### src/rtl/alu_pkg.sv
// Shared definitions for the ALU issue/write-back stage: opcodes, FSM states,
// instruction field positions and opcode legality.
package alu_pkg;

    localparam logic [5:0] OP_ADD = 6'h00;
    localparam logic [5:0] OP_SUB = 6'h01;
    localparam logic [5:0] OP_MUL = 6'h02;
    localparam logic [5:0] OP_DIV = 6'h03;
    localparam logic [5:0] OP_CMP = 6'h04;
    localparam logic [5:0] OP_NOT = 6'h08;
    localparam logic [5:0] OP_AND = 6'h09;
    localparam logic [5:0] OP_OR  = 6'h0A;
    localparam logic [5:0] OP_XOR = 6'h0B;

    localparam int unsigned OP_MSB  = 15;
    localparam int unsigned OP_LSB  = 10;
    localparam int unsigned RD_MSB  = 9;
    localparam int unsigned RD_LSB  = 7;
    localparam int unsigned RS1_MSB = 6;
    localparam int unsigned RS1_LSB = 4;
    localparam int unsigned RS2_MSB = 3;
    localparam int unsigned RS2_LSB = 1;

    typedef enum logic [1:0] {IDLE, EXEC, WB} state_e;

    function automatic logic is_legal_op(input logic [5:0] op);
        case (op)
            OP_ADD, OP_SUB, OP_MUL, OP_DIV, OP_CMP,
            OP_NOT, OP_AND, OP_OR, OP_XOR: return 1'b1;
            default:                       return 1'b0;
        endcase
    endfunction

endpackage

### src/rtl/alu_issue_stage_regfile.sv
// Register file: one synchronous write port, three combinational read ports.
module alu_regfile #(
    parameter int unsigned REGS = 8,
    parameter int unsigned DW   = 8,
    parameter int unsigned AW   = 3
) (
    input  logic          clk_i,
    input  logic          rst_i,
    input  logic          we_i,
    input  logic [AW-1:0] waddr_i,
    input  logic [DW-1:0] wdata_i,
    input  logic [AW-1:0] raddr_a_i,
    input  logic [AW-1:0] raddr_b_i,
    input  logic [AW-1:0] raddr_dbg_i,
    output logic [DW-1:0] rdata_a_o,
    output logic [DW-1:0] rdata_b_o,
    output logic [DW-1:0] rdata_dbg_o
);

    logic [DW-1:0] rf_q [REGS];

    always_ff @(posedge clk_i or posedge rst_i) begin
        if (rst_i) begin
            for (int i = 0; i < REGS; i++) rf_q[i] <= '0;
        end else if (we_i) begin
            rf_q[waddr_i] <= wdata_i;
        end
    end

    assign rdata_a_o   = rf_q[raddr_a_i];
    assign rdata_b_o   = rf_q[raddr_b_i];
    assign rdata_dbg_o = rf_q[raddr_dbg_i];

endmodule

### src/rtl/alu_issue_stage.sv
// Issue/write-back stage for the 8-bit ALU: one instruction in flight, operands
// registered at accept, result written back at the end of EXEC.
module alu_issue_stage
    import alu_pkg::*;
#(
    parameter int unsigned REGS = 8,
    parameter int unsigned DW   = 8
) (
    input  logic          clk_i,
    input  logic          rst_i,
    input  logic          instr_valid_i,
    output logic          instr_ready_o,
    input  logic [15:0]   instr_i,
    input  logic          ld_en_i,
    input  logic [2:0]    ld_addr_i,
    input  logic [DW-1:0] ld_data_i,
    output logic [DW-1:0] alu_a_o,
    output logic [DW-1:0] alu_b_o,
    output logic [5:0]    alu_op_o,
    input  logic [15:0]   alu_result_i,
    output logic          wb_valid_o,
    output logic [2:0]    wb_rd_o,
    output logic [DW-1:0] wb_data_o,
    output logic          zero_flag_o,
    output logic          div_err_o,
    input  logic [2:0]    dbg_addr_i,
    output logic [DW-1:0] dbg_data_o
);

    state_e        state_q;
    logic [DW-1:0] alu_a_q, alu_b_q;
    logic [5:0]    alu_op_q;
    logic [2:0]    rd_q;
    logic          wb_valid_q, zero_q, div_err_q;
    logic [2:0]    wb_rd_q;
    logic [DW-1:0] wb_data_q;

    logic [DW-1:0] rs1_data, rs2_data;
    logic          legal, div_zero, wb_fire;
    logic [DW-1:0] res_d;
    logic          rf_we;
    logic [2:0]    rf_waddr;
    logic [DW-1:0] rf_wdata;

    logic unused_bits;
    assign unused_bits = ^{alu_result_i[15:DW], instr_i[0]};

    always_comb begin
        legal    = is_legal_op(alu_op_q);
        div_zero = (alu_op_q == OP_DIV) && (alu_b_q == '0);
        res_d    = alu_result_i[DW-1:0];
        if (alu_op_q == OP_CMP) res_d = {{(DW-2){1'b0}}, alu_result_i[1:0]};
        if (div_zero)           res_d = '1;
    end

    // Loads and write-backs never collide: loads only land in IDLE.
    assign wb_fire  = (state_q == EXEC) && legal;
    assign rf_we    = wb_fire || ((state_q == IDLE) && ld_en_i);
    assign rf_waddr = wb_fire ? rd_q  : ld_addr_i;
    assign rf_wdata = wb_fire ? res_d : ld_data_i;

    alu_regfile #(
        .REGS (REGS),
        .DW   (DW),
        .AW   (3)
    ) u_regfile (
        .clk_i       (clk_i),
        .rst_i       (rst_i),
        .we_i        (rf_we),
        .waddr_i     (rf_waddr),
        .wdata_i     (rf_wdata),
        .raddr_a_i   (instr_i[RS1_MSB:RS1_LSB]),
        .raddr_b_i   (instr_i[RS2_MSB:RS2_LSB]),
        .raddr_dbg_i (dbg_addr_i),
        .rdata_a_o   (rs1_data),
        .rdata_b_o   (rs2_data),
        .rdata_dbg_o (dbg_data_o)
    );

    always_ff @(posedge clk_i or posedge rst_i) begin
        if (rst_i) begin
            state_q    <= IDLE;
            alu_a_q    <= '0;
            alu_b_q    <= '0;
            alu_op_q   <= '0;
            rd_q       <= '0;
            wb_valid_q <= 1'b0;
            wb_rd_q    <= '0;
            wb_data_q  <= '0;
            zero_q     <= 1'b0;
            div_err_q  <= 1'b0;
        end else begin
            wb_valid_q <= 1'b0;
            unique case (state_q)
                IDLE: begin
                    if (instr_valid_i) begin
                        alu_a_q  <= rs1_data;
                        alu_b_q  <= rs2_data;
                        alu_op_q <= instr_i[OP_MSB:OP_LSB];
                        rd_q     <= instr_i[RD_MSB:RD_LSB];
                        state_q  <= EXEC;
                    end
                end
                EXEC: begin
                    if (legal) begin
                        wb_valid_q <= 1'b1;
                        wb_rd_q    <= rd_q;
                        wb_data_q  <= res_d;
                        zero_q     <= (res_d == '0);
                        if (div_zero) div_err_q <= 1'b1;
                    end
                    state_q <= WB;
                end
                WB:      state_q <= IDLE;
                default: state_q <= IDLE;
            endcase
        end
    end

    assign instr_ready_o = (state_q == IDLE);
    assign alu_a_o       = alu_a_q;
    assign alu_b_o       = alu_b_q;
    assign alu_op_o      = alu_op_q;
    assign wb_valid_o    = wb_valid_q;
    assign wb_rd_o       = wb_rd_q;
    assign wb_data_o     = wb_data_q;
    assign zero_flag_o   = zero_q;
    assign div_err_o     = div_err_q;

endmodule
### config.mk
export PLATFORM = sky130hd
export DESIGN_NAME = alu_issue_stage
export DESIGN_NICKNAME = d
export VERILOG_FILES = /design/src/rtl/alu_pkg.sv /design/src/rtl/alu_issue_stage_regfile.sv /design/src/rtl/alu_issue_stage.sv
export SDC_FILE = /design/constraint.sdc
export NUM_CORES = 1
export LEC_CHECK = 0
export ABC_AREA = 1
export ABC_CLOCK_PERIOD_IN_PS = 2300
export CORE_MARGIN = 3
export CORE_UTILIZATION = 58
export DETAILED_ROUTE_END_ITERATION = 10
export DONT_BUFFER_PORTS = 1
export PLACE_DENSITY_LB_ADDON = 0.2
export SKIP_CTS_REPAIR_TIMING = 1
export SLEW_MARGIN = 20
export SYNTH_ARGS = -nofsm -noshare
export SYNTH_HDL_FRONTEND = slang
export SYNTH_HIERARCHICAL = 1
export SYNTH_SLANG_ARGS = --single-unit
### constraint.sdc
create_clock -name clk_i -period 2.3 [get_ports clk_i]
set_input_delay 0.69 -clock clk_i [delete_from_list [all_inputs] [get_ports clk_i]]
set_output_delay 0.69 -clock clk_i [all_outputs]
set_load 0.02 [all_outputs]
==> results of run 1 <==
-- worst max-delay path: stages --
cell,delay (ps)
inv_1,110
buf_4,200
nand2_1,70
nand3_1,60
nand2_1,70
nand2_1,60
nand2_1,170
-- synthesized netlist by cell type (2+ instances only) --
| master | count | area share |
|---|---|---|
| buf_1 | 3 | 0.0018 |
| buf_2 | 28 | 0.022 |
| buf_6 | 4 | 0.0071 |
| clkbuf_1 | 12 | 0.0071 |
| dfrtp_1 | 105 | 0.42 |
| inv_1 | 97 | 0.058 |
| inv_2 | 3 | 0.0018 |
| nand2_1 | 517 | 0.31 |
| nand2_2 | 11 | 0.011 |
| nand3_1 | 99 | 0.079 |
| nor2_1 | 15 | 0.0089 |
| nor2_2 | 5 | 0.0050 |
| nor2_4 | 2 | 0.0036 |
| nor3_1 | 2 | 0.0016 |
| o21ai_0 | 68 | 0.054 |
| o21ai_1 | 2 | 0.0016 |
-- registers in the layout, summed over array words and instances, names as in the netlist --
name,flops
wb_rd_o,3
wb_data_o,8
zero_flag_o,1
rd_q,3
alu_b_o,8
alu_a_o,8
wb_valid_o,1
alu_op_o,6
u_regfile/rf_q,64
state_q,2
div_err_o,1
-- final timing paths --
check | to | startpoint | cells past startpoint
worst max-delay path | dbg_data_o[4] | dbg_addr_i[0] | 7
worst max register to register | u_regfile/rf_q[16] | alu_op_o[4] | 12
max in group asynchronous | alu_a_o[0] | rst_i | 2
worst min register to register | u_regfile/rf_q[13] | u_regfile/rf_q[13] | 2
min in group clk_i | alu_op_o[5] | instr_i[15] | 2
worst min-delay path | u_regfile/rf_q[11] | rst_i | 2
-- metal layers --
metal	global-route usage	wire [um]	up-vias
met5	0	0	-
met4	0.0950	485	0
met3	0.0786	1570	45
met2	0.450	7970	273
met1	0.407	7370	2713
li1	-	-	2951
-- layout make-up --
type / instances / area [um2] / area share
Multi-Input combinational cell: 726 / 3050 / 0.456
Sequential cell: 105 / 2630 / 0.392
Inverter: 101 / 382 / 0.0570
Timing Repair Buffer: 23 / 235 / 0.0351
Tap cell: 136 / 170 / 0.0254
Clock buffer: 10 / 128 / 0.0191
Clock inverter: 5 / 104 / 0.0155
-- cells by family (layout without fill, tap and decap cells) --
logic type / after synthesis / count (layout)
AOI/OAI and AO/OA: 71 / 71
buffers and inverters: 150 / 139
DFF: 105 / 105
and+or+nand+nor: 655 / 655
-- report_power, final --
part | switching [mW] | leakage (nW) | internal [mW]
combinational | 1.81 | 2.49 | 0.903
sequential | 0.736 | 1.32 | 2.63
clock | 0.641 | 0.117 | 0.720
==> run_results.csv, run 1 <==
group,metric,value,unit
global_route,antenna_found_initial,0,
detailed_routing,wirelength,17.4,mm
synthesis,synthCells,981,
sta,fin_ws,171,ps
sta,setup_viol,0,
floorplan,die_h,110,um
sta,hold_viol,0,
sta,relSlewSlack,0.596,
floorplan,rows,37,
synthesis,syn_nets,1031,
final_layout,utilization,0.640,
worst_setup_path,r2r_slack,200,ps
status,status,"finished clean",
synthesis,syn_area,6310,um2
synthesis,syn_area_per_cell,6.43,um2
sta,finalSetupTns,0,ps
sta,fin_crit,2130,ps
global_route,grt_pass1_wl,27.2,mm
sta,skew,12.5,ps
final_layout,postLayoutCellArea,6700,um2
power,leakagePower,3.93,nW
synthesis,yosysWarnings,6,
floorplan,coreArea,10500,um2
sta,fin_crit_sh,0.926,
worst_setup_path,start_kind,"input pin",
sta,fmax,470,MHz
detailed_routing,routedWlPerCell,15.7,um
final_layout,synthToLayoutAreaGrowth,6.23,%
synthesis,synthMuxAreaShare,0,
sta,rsz0062_at_grt,"yes",
clocking,clock_path_buffers,2,
global_route,grt_pass1_vias,5455,
global_route,grt_usage,0.294,
final_layout,antenna_cells,0,
clocking,h-tree-depth,3,
sta,maxSlewViolCount,0,
synthesis,ys_ff_latch,105,
synthesis,ys_seq_area_frac,0.417,
clocking,cts.clk_slew.worst_paths,100,ps
place,gp_congestion,0.885,
worst_setup_path,endpoint_kind,"primary output",
clocking,cts_tree,"built",
power,totalPowerFinal,7.44,mW
detailed_routing,firstDrtPassIters,6,
clocking,clock-sinks,105,
place,placed_cells,1090,
detailed_routing,via_count,5982,
place,preCtsSetupSlack,88.5,ps
run,cap_violations,0,
sta,hold_slack,235,ps
global_route,grt-ovfl-total,0,
final_layout,mostFrequentLayoutCells,"514 x nand2_1, 105 x dfrtp_1, 98 x nand3_1, 96 x inv_1, 68 x o21ai_0",
floorplan,die-width,110,um
floorplan,io_pins,95,
place,dpl.hpwl,12.0,mm
floorplan,initial_core_util,0.603,
worst_setup_path,cp.required,1610,ps
final_layout,nNetsFinal,1016,
worst_setup_path,path_class,"input pin to primary output",
synthesis,synth_simple_gate_area_frac,0.423,
synthesis,synth_flop_cell,"dfrtp_1",
worst_setup_path,crit_fanout,33,
final_layout,fin_cells,1106,
sta,tightest_slew,606,ps
floorplan,die_area,12200,um2
place,dpl-instance-area,6420,um2
synthesis,synth_compound_area_frac,0.0567,
synthesis,synth_top_family_by_area,"simple AND/OR/NAND/NOR gates",
clocking,insertion_delay,390,ps
worst_setup_path,arrival,1440,ps
power,cellPowerDensity,1110,nW/um2
power,vdd_ir_drop_max,0.681,mV
final_layout,drive_gt1_frac,0.0701,
synthesis,synth_edf_count,0,
detailed_routing,first_iter_violations,683,
detailed_routing,vias_per_cell,5.41,
final_layout,layout_commonest_cell,"nand2_1",
clocking,numCtsBuffers,9,
synthesis,ys_async_sr_fraction,1.00,
synthesis,post_synth_fa_ha_maj_area_fraction,0,
worst_hold_path,min-delay-path-class,"input pin to async pin",
final_layout,filler_cell_count,1006,
detailed_routing,ant_nets,0,
place,portBuffers,0,
detailed_routing,post-route-drc-count,0,
synthesis,synth_xor_xnor_area_share,0,
synthesis,synthDistinctLibCells,24,
clocking,root_buffer,"clkbuf_8",
global_route,grt_max_degree,65,
Note: power is estimated with default switching activity, not from simulation.
==> run 2: changes to the inputs <==
--- a/config.mk
+++ b/config.mk
@@ -7,8 +7,10 @@
 export LEC_CHECK = 0
 export ABC_AREA = 1
 export ABC_CLOCK_PERIOD_IN_PS = 2300
+export CELL_PAD_IN_SITES_DETAIL_PLACEMENT = 1
+export CELL_PAD_IN_SITES_GLOBAL_PLACEMENT = 1
 export CORE_MARGIN = 3
-export CORE_UTILIZATION = 58
+export CORE_UTILIZATION = 41
 export DETAILED_ROUTE_END_ITERATION = 10
 export DONT_BUFFER_PORTS = 1
 export PLACE_DENSITY_LB_ADDON = 0.2
==> run 2 against run 1 <==
Worst hold slack gained 59 ps. Count of clock-buffer cells in the layout fell by 1. Critical path depth did not move. Sequential cell count is the same. Sequential share of layout area is 0.66 points lower. Core utilization decreased by 18 points. Highest routed layer unchanged.
==> run_results.csv, run 2 (synthesis results as in run 1) <==
group,metric,value,unit
final_layout,layout_commonest_cell,"nand2_1",
detailed_routing,via_count,6028,
global_route,grt-ovfl-total,0,
sta,fin_ws,122,ps
place,gp_congestion,0.877,
worst_setup_path,crit_fanout,33,
power,leakagePower,3.95,nW
final_layout,mostFrequentLayoutCells,"516 x nand2_1, 105 x dfrtp_1, 98 x nand3_1, 96 x inv_1, 68 x o21ai_0",
global_route,grt_pass1_vias,6067,
floorplan,rows,44,
floorplan,coreArea,14800,um2
sta,maxSlewViolCount,0,
final_layout,nNetsFinal,1018,
power,cellPowerDensity,1140,nW/um2
global_route,grt_max_degree,65,
final_layout,regArea,2630,um2
clocking,clock-sinks,105,
floorplan,die_h,130,um
place,portBuffers,0,
floorplan,die_area,16900,um2
clocking,cts_tree,"built",
floorplan,io_pins,95,
detailed_routing,vias_per_cell,5.21,
sta,finalSetupTns,0,ps
sta,tightest_slew,541,ps
status,status,"finished clean",
detailed_routing,post-route-drc-count,0,
sta,hold_viol,0,
floorplan,initial_core_util,0.426,
global_route,grt_usage,0.249,
power,vdd_ir_drop_max,0.539,mV
worst_setup_path,start_kind,"input pin",
final_layout,utilization,0.460,
clocking,root_buffer,"clkbuf_16",
detailed_routing,routedWlPerCell,17.8,um
detailed_routing,ant_nets,0,
sta,relSlewSlack,0.638,
worst_setup_path,path_class,"input pin to primary output",
sta,rsz0062_at_grt,"no",
place,preCtsSetupSlack,112,ps
place,dpl.hpwl,14.8,mm
sta,fin_crit_sh,0.947,
place,dpl-instance-area,6500,um2
detailed_routing,wirelength,20.6,mm
worst_hold_path,min-delay-path-class,"input pin to async pin",
worst_setup_path,cp.required,1610,ps
detailed_routing,first_iter_violations,371,
clocking,clock_path_buffers,2,
final_layout,multi_input_area,3040,um2
final_layout,postLayoutCellArea,6810,um2
sta,fin_crit,2180,ps
floorplan,die-width,130,um
sta,skew,7.56,ps
clocking,h-tree-depth,3,
final_layout,top_register,"u_regfile/rf_q",
final_layout,drive_gt1_frac,0.0709,
final_layout,antenna_cells,0,
global_route,antenna_found_initial,0,
global_route,grt_pass1_wl,32.5,mm
final_layout,synthToLayoutAreaGrowth,8.04,%
sta,fmax,459,MHz
final_layout,filler_cell_count,1962,
clocking,numCtsBuffers,9,
worst_setup_path,endpoint_kind,"primary output",
worst_setup_path,arrival,1490,ps
clocking,cts.clk_slew.worst_paths,70,ps
sta,setup_viol,0,
detailed_routing,firstDrtPassIters,5,
clocking,insertion_delay,350,ps
run,cap_violations,0,
final_layout,largest_reg_flops,64,
[run 2: cell count changes in the layout (fill, tap and decap cells not counted), sizes merged]
cell      change
bufinv        -2
clkinvlp      +1
clkinv        +3
clkbuf        -1
buf           +2
[run 2: layer usage]
layer	vias up	GRT usage	routed length [um]
met2	145	0.419	9940
met4	0	0.0795	492
li1	2965	-	-
met5	-	0	0
met3	30	0.0463	1030
met1	2888	0.325	9150
[run 2: final timing paths]
| path | depth (start not counted) | from | slack [ps] | end |
|---|---|---|---|---|
| max | 7 | dbg_addr_i[0] | 120 | dbg_data_o[2] |
| min | 2 | rst_i | 290 | u_regfile/rf_q[6] |
| max reg2reg | 12 | alu_op_o[5] | 230 | u_regfile/rf_q[28] |
| min reg2reg | 2 | u_regfile/rf_q[37] | 490 | u_regfile/rf_q[37] |
| max in group asynchronous | 2 | rst_i | 1560 | alu_a_o[4] |
| min in group clk_i | 2 | instr_i[9] | 450 | rd_q[2] |
[run 2: per-stage QoR]
step	instances	total power, mW	hold slack (ps)
after global placement	1141	6.08	465
after global routing	1157	8.44	309
final	1157	7.77	294
after CTS	1157	7.82	303
after floorplan	981	5.41	453
after detailed placement	1141	6.22	473
[run 2: power breakdown]
group	switching, mW	internal [mW]
logic	1.92	0.911
registers	0.741	2.63
clock network	0.717	0.845
total	3.38	4.39
[run 2: cell type report]
type / instances / share of cell area
inverters: 101 / 0.0560
clock buffers: 9 / 0.0331
flip-flops and latches: 105 / 0.386
clock inverters: 7 / 0.0103
repair buffers: 25 / 0.0349
multi-input cells: 726 / 0.446
well taps: 184 / 0.0338
[run 2: worst max-delay path: stages]
cell	delay, ps
inv_1	90
buf_4	260
nand2_1	90
nand3_1	80
nand2_1	60
nand2_1	50
nand2_1	160
==> run 3: changes to the inputs <==
--- a/config.mk
+++ b/config.mk
@@ -7,6 +7,7 @@
 export LEC_CHECK = 0
 export ABC_AREA = 1
 export ABC_CLOCK_PERIOD_IN_PS = 2300
+export CAP_MARGIN = 20
 export CELL_PAD_IN_SITES_DETAIL_PLACEMENT = 1
 export CELL_PAD_IN_SITES_GLOBAL_PLACEMENT = 1
 export CORE_MARGIN = 3
==> results of run 3 <==
Same layout as run 2: the final DEF is identical, and so are final timing and power.
==> edit 1, RTL diff (settings of run 3) <==
Put a register stage on the output `dbg_data_o`, without a reset. The value now appears one clock later. The other outputs are not delayed to match.
--- a/src/rtl/alu_issue_stage.sv
+++ b/src/rtl/alu_issue_stage.sv
@@ -28,2 +28,4 @@
 );
+
+    logic [DW-1:0] dbg_data_d;
 
@@ -76,3 +78,3 @@
         .rdata_b_o   (rs2_data),
-        .rdata_dbg_o (dbg_data_o)
+        .rdata_dbg_o (dbg_data_d)
     );
@@ -129,2 +131,6 @@
 
+    always_ff @(posedge clk_i) begin
+        dbg_data_o <= dbg_data_d;
+    end
+
 endmodule
Check against the original RTL: not equivalent (a bounded check fails within 4 cycles, from zero or initial values and one cycle with rst_i high).
==> edit 1 against run 3 <==
Worst setup slack better by 0.12 ns; synthesized area is 1.9% higher; cell area is 6.6% higher; die area is 1.8% higher; routed wire length is 4.6% higher; count of clock-buffer cells in the layout is 11 higher; total power is 16% higher; sequential cell count is 8 higher; largest power group unchanged; highest routed layer unchanged.
==> edit 1: results (changes against run 3) <==
metric,value,unit,change
worst_slack,0.239,ns,+0.117 ns
synthXorXnorAreaFrac,0,%,unchanged
dp_hpwl,14800,µm,about the same
viasPerCell,5.14,,-1.4%
ys_top_cells_by_count,"nand2_1 (529), dfrtp_1 (105), inv_1 (100), nand3_1 (98), o21ai_0 (71)",,
synthMuxAreaShare,0,%,unchanged
cts_made_buffers,17,,+8
cp.arrival,2.34,ns,+0.85 ns
cp_max_fo,23,,-30%
ys_seq_area_share,43.4,%,+1.7 points
first_global_vias,6495,,+7.1%
grt_first_pass_wirelength,35000,µm,+7.5%
reg2reg_depth,12,,unchanged
cts_buffer_depth,2,,unchanged
critPathCapture,u_regfile/rf_q[10],,
antennaDiodeCount,0,,unchanged
clkTransAtPathRegs,0.06,ns,
grt.total_usage,25.6,%,+0.73 points
rr_startpoint,alu_op_o[4],,
finClkSkew,0.00579,ns,-0.00178 ns
synth.avg_cell_area,6.48,µm²,+0.84%
ys_types,20,,-17%
clk_latency,0.42,ns,+0.07 ns
synth-compound-area-share,5.65,%,-0.026 points
synth_flop_cell,dfrtp_1,,
max-vdd-ir-drop,0.605,mV,+12%
drive_above_1_share,6.91,%,-0.18 points
cts_max_level,4,,+1
outcome,finished clean,,
synth.area.top_cells,"dfrtp_1 (41%), nand2_1 (31%), nand3_1 (7.6%)",,
antenna_found_initial,0,,unchanged
stdcell_count,1210,,+4.6%
syn_nets,1041,,+0.97%
dpl_worst_slack,0.132,ns,+0.0208 ns
post_dp_cell_area,6660,µm²,+2.4%
drt_iter0_drc,403,,+8.6%
ys_warn_count,6,,unchanged
gpl.final_weighted_congestion,0.814,,-7.2%
grt_max_degree,65,,unchanged
largest_reg_flops,64,,unchanged
critPathKind,flip-flop to flip-flop,,
power.leakage,0.00412,µW,+4.3%
worstMarginPinSlew,0.537,ns,-0.00313 ns
async_flop_share,92.9,%,-7.1 points
avgRoutedWirePerCell,17.8,µm,about the same
fillers,2000,,+1.9%
==> edit 1: changes by cell type after synthesis, moves of 2 or more <==
cell / delta
nand2_1: +12
nand2_2: -10
dfxtp_1: +8
nor2_1: +4
inv_1: +3
nor2_2: -3
o21ai_0: +3
nor3_1: -2
o21ai_1: -2
==> edit 1: worst max-delay path, cell delays in order, from the launching register on <==
cell     delay, ns
dfrtp_2       0.47
nor2_4        0.16
inv_2         0.06
nor2_4        0.10
nand2_2       0.09
buf_6         0.18
nand2_1       0.07
nand2_1       0.09
nor2_2        0.19
nand3_1       0.13
buf_4         0.20
nand2_1       0.07
o21ai_0       0.10
==> edit 1: worst min-delay path by stage <==
| stage | start | to | slack, ns | cells after the start |
|---|---|---|---|---|
| 6_report | rst_i | u_regfile/rf_q[11] | 0.22 | 2 |
| 5_1_grt | rst_i | u_regfile/rf_q[5] | 0.24 | 2 |
| 4_1_cts | rst_i | u_regfile/rf_q[5] | 0.23 | 2 |
| 3_5_place_dp | rd_q[2] | rd_q[2] | 0.47 | 2 |
| 3_3_place_gp | u_regfile/rf_q[17] | u_regfile/rf_q[17] | 0.47 | 2 |
| 2_1_floorplan | rd_q[0] | rd_q[0] | 0.45 | 2 |
==> edit 1: final cells by class <==
class	instances	area, µm²	share of cell area, %
inverters	102	385	5.31
flip-flops and latches	113	2790	38.4
multi-input cells	727	3000	41.3
well taps	211	264	3.64
clock buffers	20	457	6.29
clock inverters	11	133	1.83
repair buffers	26	236	3.26
==> edit 1: per-layer routing <==
metal  vias up  track usage [%]  wire length [µm]
met2       175             43.4             10500
met3        44             5.02              1100
met4         0             9.33               581
li1       3004                -                 -
met1      2995             32.7              9400
met5         -                0                 0
==> edit 1: report_power, final <==
group	switching, µW	internal (µW)
Combinational	1840	900
Sequential	815	2820
Clock	988	1650
==> edit 2, RTL diff (config.mk and constraints of run 3) <==
Made on the original files. Re-encode `state_e` (3 states) as one-hot, 3 bits wide.
--- a/src/rtl/alu_pkg.sv
+++ b/src/rtl/alu_pkg.sv
@@ -23,3 +23,3 @@
 
-    typedef enum logic [1:0] {IDLE, EXEC, WB} state_e;
+    typedef enum logic [2:0] {IDLE = 3'b001, EXEC = 3'b010, WB = 3'b100} state_e;
 
Check against the original RTL: same outputs for any inputs over 4 cycles, from zero or initial values and one cycle with rst_i high; so few cycles prove little.
==> edit 2 against run 3 <==
Cell area increased by 0.29%; first-iteration DRC count increased by 8.6%; total power increased by 6.8%; sequential cell count increased by 1; synthesized area about the same; critical endpoint is now dbg_data_o[1]; routed wire length increased by 0.51%; critical path depth unchanged; clock power decreased by 3%; worst setup slack improved by 0.019 ns.
==> edit 2: results (changes against run 3) <==
metric,value,unit,change
ys_types,20,,-17%
postSynthCellCount,983,,+0.20%
antennaDiodeCount,0,,unchanged
cts_buffer_depth,2,,unchanged
dp_hpwl,14900,µm,+0.76%
netlist.area_leader.share,41.6,%,about the same
drive_above_1_share,6.11,%,-0.98 points
stdcell_count,1166,,+0.78%
synth.area.top_cells,"dfrtp_1 (42%), nand2_1 (30%), nand3_1 (8.0%)",,
use_met1,34.1,%,+1.6 points
drt_pass1_iterations,5,,unchanged
grt_max_degree,65,,unchanged
gr-usage-met3,3.85,%,-0.78 points
r2r_end,u_regfile/rf_q[26],,
grt_use_met2,41.4,%,-0.54 points
clk_latency,0.36,ns,
reg2reg_setup_slack,0.15,ns,-0.08 ns
wl_met2,9970,µm,+0.29%
num_vias,6086,,+0.96%
async_flop_share,100,%,unchanged
clkTransAtPathRegs,0.07,ns,about the same
max-vdd-ir-drop,0.572,mV,+6.0%
gpl.final_weighted_congestion,0.794,,-9.4%
fmax,0.463,GHz,+0.89%
nets,1027,,+0.88%
power.leakage,0.00392,µW,-0.89%
drt_iter0_drc,403,,+8.6%
grt_first_pass_wirelength,32700,µm,+0.47%
dp_cells,1149,,+0.70%
rr_startpoint,state_q[0],,
post_dp_cell_area,6520,µm²,+0.29%
whs,0.290,ns,-0.00362 ns
first_global_vias,6159,,+1.5%
largest-register,u_regfile/rf_q,,
ys_top_cells_by_count,"nand2_1 (505), dfrtp_1 (105), inv_1 (104), nand3_1 (101), o21ai_0 (84)",,
critPathCapture,dbg_data_o[1],,
finClkSkew,0.0125,ns,+0.00491 ns
dr_wl_met3,954,µm,-7.1%
wl_met1,9400,µm,+2.7%
dpl_worst_slack,-0.115,ns,-0.227 ns
ys_seq_area_share,42.0,%,+0.37 points
relSlewSlack,63.0,%,-0.88 points
outcome,finished clean,,
reg2reg_depth,13,,+1
avgRoutedWirePerCell,17.8,µm,-0.27%
grt.total_usage,25.0,%,+0.084 points
cp.arrival,1.47,ns,-0.02 ns
-- edit 2: critical path: stages --
cell	delay [ns]
inv_1	0.11
buf_12	0.18
nand2_1	0.08
nand3_1	0.09
nand2_1	0.08
nand2_1	0.06
nand2_1	0.17
-- edit 2: cells by family after synthesis --
logic type	synth area share (%)
buffers and inverters	10.7
flip-flops	42.0
AND/OR/NAND/NOR	40.4
AO/OA/AOI/OAI	6.78
-- edit 2: cell type report --
| cell class | count | area (µm²) |
|---|---|---|
| well taps | 184 | 230 |
| flip-flops and latches | 106 | 2650 |
| multi-input cells | 721 | 2990 |
| clock inverters | 6 | 50.0 |
| repair buffers | 32 | 265 |
| inverters | 107 | 402 |
| fillers | 1961 | 7980 |
| clock buffers | 10 | 239 |
-- edit 2: power breakdown --
group	internal, µW	switching [µW]
Clock	774	736
Sequential	2730	778
Combinational	1070	2210
Total	4570	3730
